[src/rtl/fetch_queue.sv]
// rtl/fetch_queue.sv - instruction fetch stage with prefetch queue and branch redirect
//
// Owns the fetch PC, issues word reads to instruction memory, buffers returned
// words with their PC+1 in a DEPTH-entry FIFO and hands them to decode.
// Optional build macro: FETCH_PERF_CNT_EN adds fetch_cnt / discard_cnt.
//
// Ports:
//   clk, reset             clock, synchronous active-low reset
//   imem_req/addr          word read request and its [31:2] address
//   imem_ack/rdata         memory response for the outstanding request
//   redirect/redirect_pc   flush the queue and re-steer the fetch PC
//   inst_valid/inst/
//   inst_pc_plus4          queue head presented to decode
//   inst_ready             decode accepts the head
//   count                  queue occupancy
//   fetch_cnt/discard_cnt  pushes / dropped responses (FETCH_PERF_CNT_EN only)
module fetch_queue #(
  parameter int          DEPTH    = 4,
  parameter logic [29:0] RESET_PC = 30'h100000
) (
  input  logic                     clk,
  input  logic                     reset,
  output logic                     imem_req,
  output logic [29:0]              imem_addr,
  input  logic                     imem_ack,
  input  logic [31:0]              imem_rdata,
  input  logic                     redirect,
  input  logic [29:0]              redirect_pc,
  output logic                     inst_valid,
  output logic [31:0]              inst,
  output logic [29:0]              inst_pc_plus4,
  input  logic                     inst_ready,
  output logic [$clog2(DEPTH):0]   count
`ifdef FETCH_PERF_CNT_EN
  ,
  output logic [31:0]              fetch_cnt,
  output logic [31:0]              discard_cnt
`endif
);

  localparam int AW = $clog2(DEPTH);
  localparam int CW = AW + 1;

  typedef enum logic [1:0] {
    IDLE    = 2'd0,
    WAIT    = 2'd1,
    DISCARD = 2'd2
  } state_t;

  state_t          state, state_next;
  logic [29:0]     pc, pc_next;
  logic [29:0]     discard_addr;
  logic [31:0]     mem_inst [DEPTH];
  logic [29:0]     mem_pc   [DEPTH];
  logic [AW-1:0]   head, tail;
  logic            push, pop, drop;
  logic [CW-1:0]   count_next;

  // A redirect wins over both a response and a pop in the same cycle.
  assign push       = (state == WAIT) && imem_ack && !redirect;
  assign pop        = inst_valid && inst_ready && !redirect;
  assign count_next = redirect ? '0 : (count + CW'(push) - CW'(pop));

  assign imem_req      = (state != IDLE);
  // The abandoned address must stay on the bus until memory answers it.
  assign imem_addr     = (state == DISCARD) ? discard_addr : pc;
  assign inst_valid    = (count != '0);
  assign inst          = inst_valid ? mem_inst[head] : 32'd0;
  assign inst_pc_plus4 = inst_valid ? mem_pc[head]   : 30'd0;

  always_comb begin
    state_next = state;
    pc_next    = pc;
    drop       = 1'b0;
    case (state)
      IDLE: begin
        if (redirect) begin
          pc_next    = redirect_pc;
          state_next = WAIT;
        end else if (count_next < CW'(DEPTH)) begin
          state_next = WAIT;
        end
      end
      WAIT: begin
        if (redirect) begin
          pc_next    = redirect_pc;
          drop       = imem_ack;
          // Without a coinciding ack the old request is still in flight.
          state_next = imem_ack ? WAIT : DISCARD;
        end else if (imem_ack) begin
          pc_next    = pc + 30'd1;
          state_next = (count_next < CW'(DEPTH)) ? WAIT : IDLE;
        end
      end
      DISCARD: begin
        if (imem_ack) begin
          drop       = 1'b1;
          state_next = WAIT;
        end
        if (redirect) begin
          pc_next = redirect_pc;
        end
      end
      default: state_next = IDLE;
    endcase
  end

  always_ff @(posedge clk) begin
    if (!reset) begin
      state        <= IDLE;
      pc           <= RESET_PC;
      discard_addr <= RESET_PC;
      head         <= '0;
      tail         <= '0;
      count        <= '0;
    end else begin
      state <= state_next;
      pc    <= pc_next;
      count <= count_next;
      if (state == WAIT && redirect && !imem_ack) begin
        discard_addr <= pc;
      end
      if (redirect) begin
        head <= '0;
        tail <= '0;
      end else begin
        if (push) tail <= tail + AW'(1);
        if (pop)  head <= head + AW'(1);
      end
    end
  end

  always_ff @(posedge clk) begin
    if (reset && push) begin
      mem_inst[tail] <= imem_rdata;
      mem_pc[tail]   <= pc + 30'd1;
    end
  end

`ifdef FETCH_PERF_CNT_EN
  always_ff @(posedge clk) begin
    if (!reset) begin
      fetch_cnt   <= '0;
      discard_cnt <= '0;
    end else begin
      fetch_cnt   <= fetch_cnt + 32'(push);
      discard_cnt <= discard_cnt + 32'(drop);
    end
  end
`endif

endmodule

[config.mk]
export PLATFORM = sky130hd
export DESIGN_NAME = fetch_queue
export DESIGN_NICKNAME = d
export VERILOG_FILES = /design/src/rtl/fetch_queue.sv
export SDC_FILE = /design/constraint.sdc
export NUM_CORES = 1
export LEC_CHECK = 0
export CORE_MARGIN = 5
export CORE_UTILIZATION = 35
export DETAILED_ROUTE_END_ITERATION = 8
export MAX_ROUTING_LAYER = met4
export PLACE_DENSITY = 0.65
export SLEW_MARGIN = 10
export SYNTH_ARGS = -nofsm -noshare
export SYNTH_HDL_FRONTEND = slang
export SYNTH_SLANG_ARGS = --single-unit
[constraint.sdc]
create_clock -name clk -period 4.8 [get_ports clk]
set_clock_uncertainty 0.05 [all_clocks]
set_input_delay 0.48 -clock clk [delete_from_list [all_inputs] [get_ports clk]]
set_output_delay 0.48 -clock clk [all_outputs]
set_load 0.02 [all_outputs]
==> flow_summary.yaml <==
status:
  status: "completed"
power:
  switching_share: 0.224
  leakagePower_uw: 0.00537
  p_per_area_nw_per_um2: 357
  ir_drop_v: 0.000198
  p_clk_frac: 0.421
  p_comb_frac: 0.070
  p_int_uw: 4700
  seqPwrFrac: 0.509
  power.switching_uw: 1360
timing:
  period_minus_slack_ns: 3.47
  rsz0062_at_grt: "no"
  worst_pin_slew_ns: 1.19
  drv_slew: 0
  setup_violations: 0
  fmax_mhz: 288
  slew_headroom: 0.206
  fin_setup_tns_ns: 0
  hold_violations: 0
  min_period_over_period: 0.724
layout:
  n_antenna_cell: 0
  layout-drive-gt1-share: 0.154
  area_growth_syn_to_layout_pct: 22.8
  fin_cells: 1645
  final_nets: 1177
drt:
  antenna_left: 0
  wirelength_um: 33000
  vias: 8620
  remaining_drc_errors: 0
  avgRoutedWirePerCell_um: 20.1
  viasPerCell: 5.24
  first_pass_iters: 5
  first_iter_violations: 615
die:
  fp.dieArea_um2: 43500
  start_util: 0.356
  rows: 72
  core_area_um2: 38800
  chipHeight_um: 209
  die_w_um: 209
  pin_count: 164
grt:
  grt_pass1_wl_um: 51600
  grt_pass1_vias: 8722
  grt-ovfl-total: 0
  grtUsageTotal: 0.152
  grt_max_degree: 65
  antenna_found_initial: 0
clock_tree:
  path_clk_slew_ns: 0.06
  htreeDepth: 2
  cts_buffers: 35
  cts_tree: "done"
  clock_path_buffers: 3
  clockRootBuffer: "clkbuf_16"
  cts_setup_buffers: 0
  ctsHoldBuffers: 0
  insertion_delay_ns: 0.52
  cts.repair.resized: 0
  cts.sinks: 319
synth:
  ys_seq_area_frac: 0.642
  yosysUniqueCellTypes: 58
  synth_top_area_frac: 0.539
  synth.area.top_cells: "edfxtp_1, dfxtp_1, mux4_2"
  synthArstFlopShare: 0
  synth_top_area_cell: "edfxtp_1"
  syn_nets: 1049
  synth.avg_cell_area_um2: 14.2
  synth_flop_cell: "edfxtp_1"
  yosys_warnings: 0
  synth_seq_cells: 319
  netlist_area_um2: 13800
  synthCells: 974
  synth_edf_count: 248
job:
  drv_cap: 0
worst_setup_path:
  arrival_ns: 3.79
  path_class: "flop to flop"
  crit_required_ns: 5.12
  setup.worst_path.end_class: "flop"
  critPathLaunchType: "flop"
  crit_fanout: 17
hold_path:
  hold_path_class: "flop to flop"
placement:
  dp.final_hpwl_um: 20900
  gp_congestion: 0.829
  dp_cells: 1583
  port_buffers: 163
[final cells by class]
type	count	area [µm²]
Tap cell	518	648
Clock buffer	43	927
Clock inverter	19	154
Fill cell	3481	21900
Timing Repair Buffer	179	1780
Sequential cell	319	8870
Multi-Input combinational cell	556	4530
Inverter	11	41.3
[critical path: stages (launching register included)]
cell and delay, ns:
dfxtp_1 0.65, nand2b_1 0.16, nor3_2 0.35, inv_1 0.33, ha_1 0.37, inv_1 0.04, ha_1 0.19, fa_1 0.39
xnor2_1 0.15, xnor2_1 0.18, a2111oi_0 0.40, nor3_1 0.07
[flip-flops by register name (all words and copies together) (netlist names), named ones only]
| name | count |
|---|---|
| count | 3 |
| head | 2 |
| discard_addr | 30 |
| pc | 30 |
| tail | 2 |
| mem_pc | 120 |
| state | 2 |
| mem_inst | 128 |
[synthesized netlist by cell type (all sizes together), types with 5 or more instances]
| library cell | count |
|---|---|
| nor2 | 29 |
| clkbuf | 62 |
| a32oi | 13 |
| a21oi | 46 |
| and4 | 7 |
| nand3 | 20 |
| nand4 | 18 |
| inv | 11 |
| a31oi | 18 |
| buf | 26 |
| and2 | 73 |
| a21o | 5 |
| edfxtp | 248 |
| nand2 | 89 |
| xor2 | 15 |
| o21ai | 20 |
| and3 | 8 |
| ha | 7 |
| nor4 | 12 |
| o211ai | 7 |
| xnor2 | 17 |
| nor3 | 13 |
| or4 | 5 |
| mux4 | 62 |
| mux2 | 29 |
| dfxtp | 71 |
[cells in the final DEF, fill, tap and decap left out, types with 4 or more instances in the layout]
cell type and instances:
clkinv_2 6, xor2_1 15, and4_1 6, clkinv_1 8
o21ai_0 20, a32oi_1 13, a21o_1 5, clkdlybuf4s50_1 163
o211ai_1 7, nor3_1 12, and3_1 4, nor2_1 29
clkbuf_1 7, nor4_1 12, a31oi_1 18, xnor2_1 17
mux2_2 29, dfxtp_1 69, clkbuf_16 36, ha_1 7
or4_1 5, nand4_1 16, mux4_2 62, edfxtp_1 248
nand3_1 20, and2_1 73, buf_4 14, inv_1 11
nand2_1 89, a21oi_1 46
[cell families (layout without fill, tap and decap cells)]
logic type	after synthesis	after routing	share of synthesized area
xor+xnor	32	32	0.0203
fa+ha+maj	8	8	0.00779
flops	319	319	0.642
simple gates	296	296	0.115
compound gates	127	127	0.0579
mux	93	93	0.126
buf+inv	99	252	0.0305
[worst paths after layout]
kind,from,endpoint,slack (ns),depth (start not counted)
worst max-delay path,state[0]$_SDFFE_PN0P_,state[0]$_SDFFE_PN0P_,1.33,11
worst min-delay path,discard_addr[7]$_SDFFE_PN0P_,discard_addr[7]$_SDFFE_PN0P_,0.40,2
worst max register to register,state[0]$_SDFFE_PN0P_,state[0]$_SDFFE_PN0P_,1.33,11
worst min register to register,discard_addr[7]$_SDFFE_PN0P_,discard_addr[7]$_SDFFE_PN0P_,0.40,2
[per-layer routing]
layer | track usage | share of wire | vias up
met2 | 0.240 | 0.47 | 278
met5 | - | 0 | -
met3 | 0.0322 | 0.062 | 38
met1 | 0.207 | 0.46 | 4349
li1 | - | - | 3955
met4 | 0.0311 | 0.014 | 0
[power groups by stage]
stage	Sequential, µW	Clock, µW	Combinational (µW)
3_3_place_gp	3140	0	417
2_1_floorplan	3090	0	261
6_report	3090	2550	422
3_5_place_dp	3140	0	422
4_1_cts	3080	2620	426
5_1_grt	3090	2730	455
[stage by stage]
stage | setup WS (ns) | utilization | hold slack, ns | area [µm²] | total power, µW
after detailed placement | 0.982 | 0.409 | 0.395 | 15900 | 3560
after CTS | 1.22 | 0.437 | 0.404 | 17000 | 6130
final | 1.33 | 0.437 | 0.400 | 17000 | 6060
after global routing | 0.978 | 0.437 | 0.422 | 17000 | 6280
after global placement | 1.14 | 0.409 | 0.388 | 15900 | 3560
after floorplan | 1.69 | - | 0.383 | 13800 | 3350
Note: power is estimated with default switching activity, not from simulation.
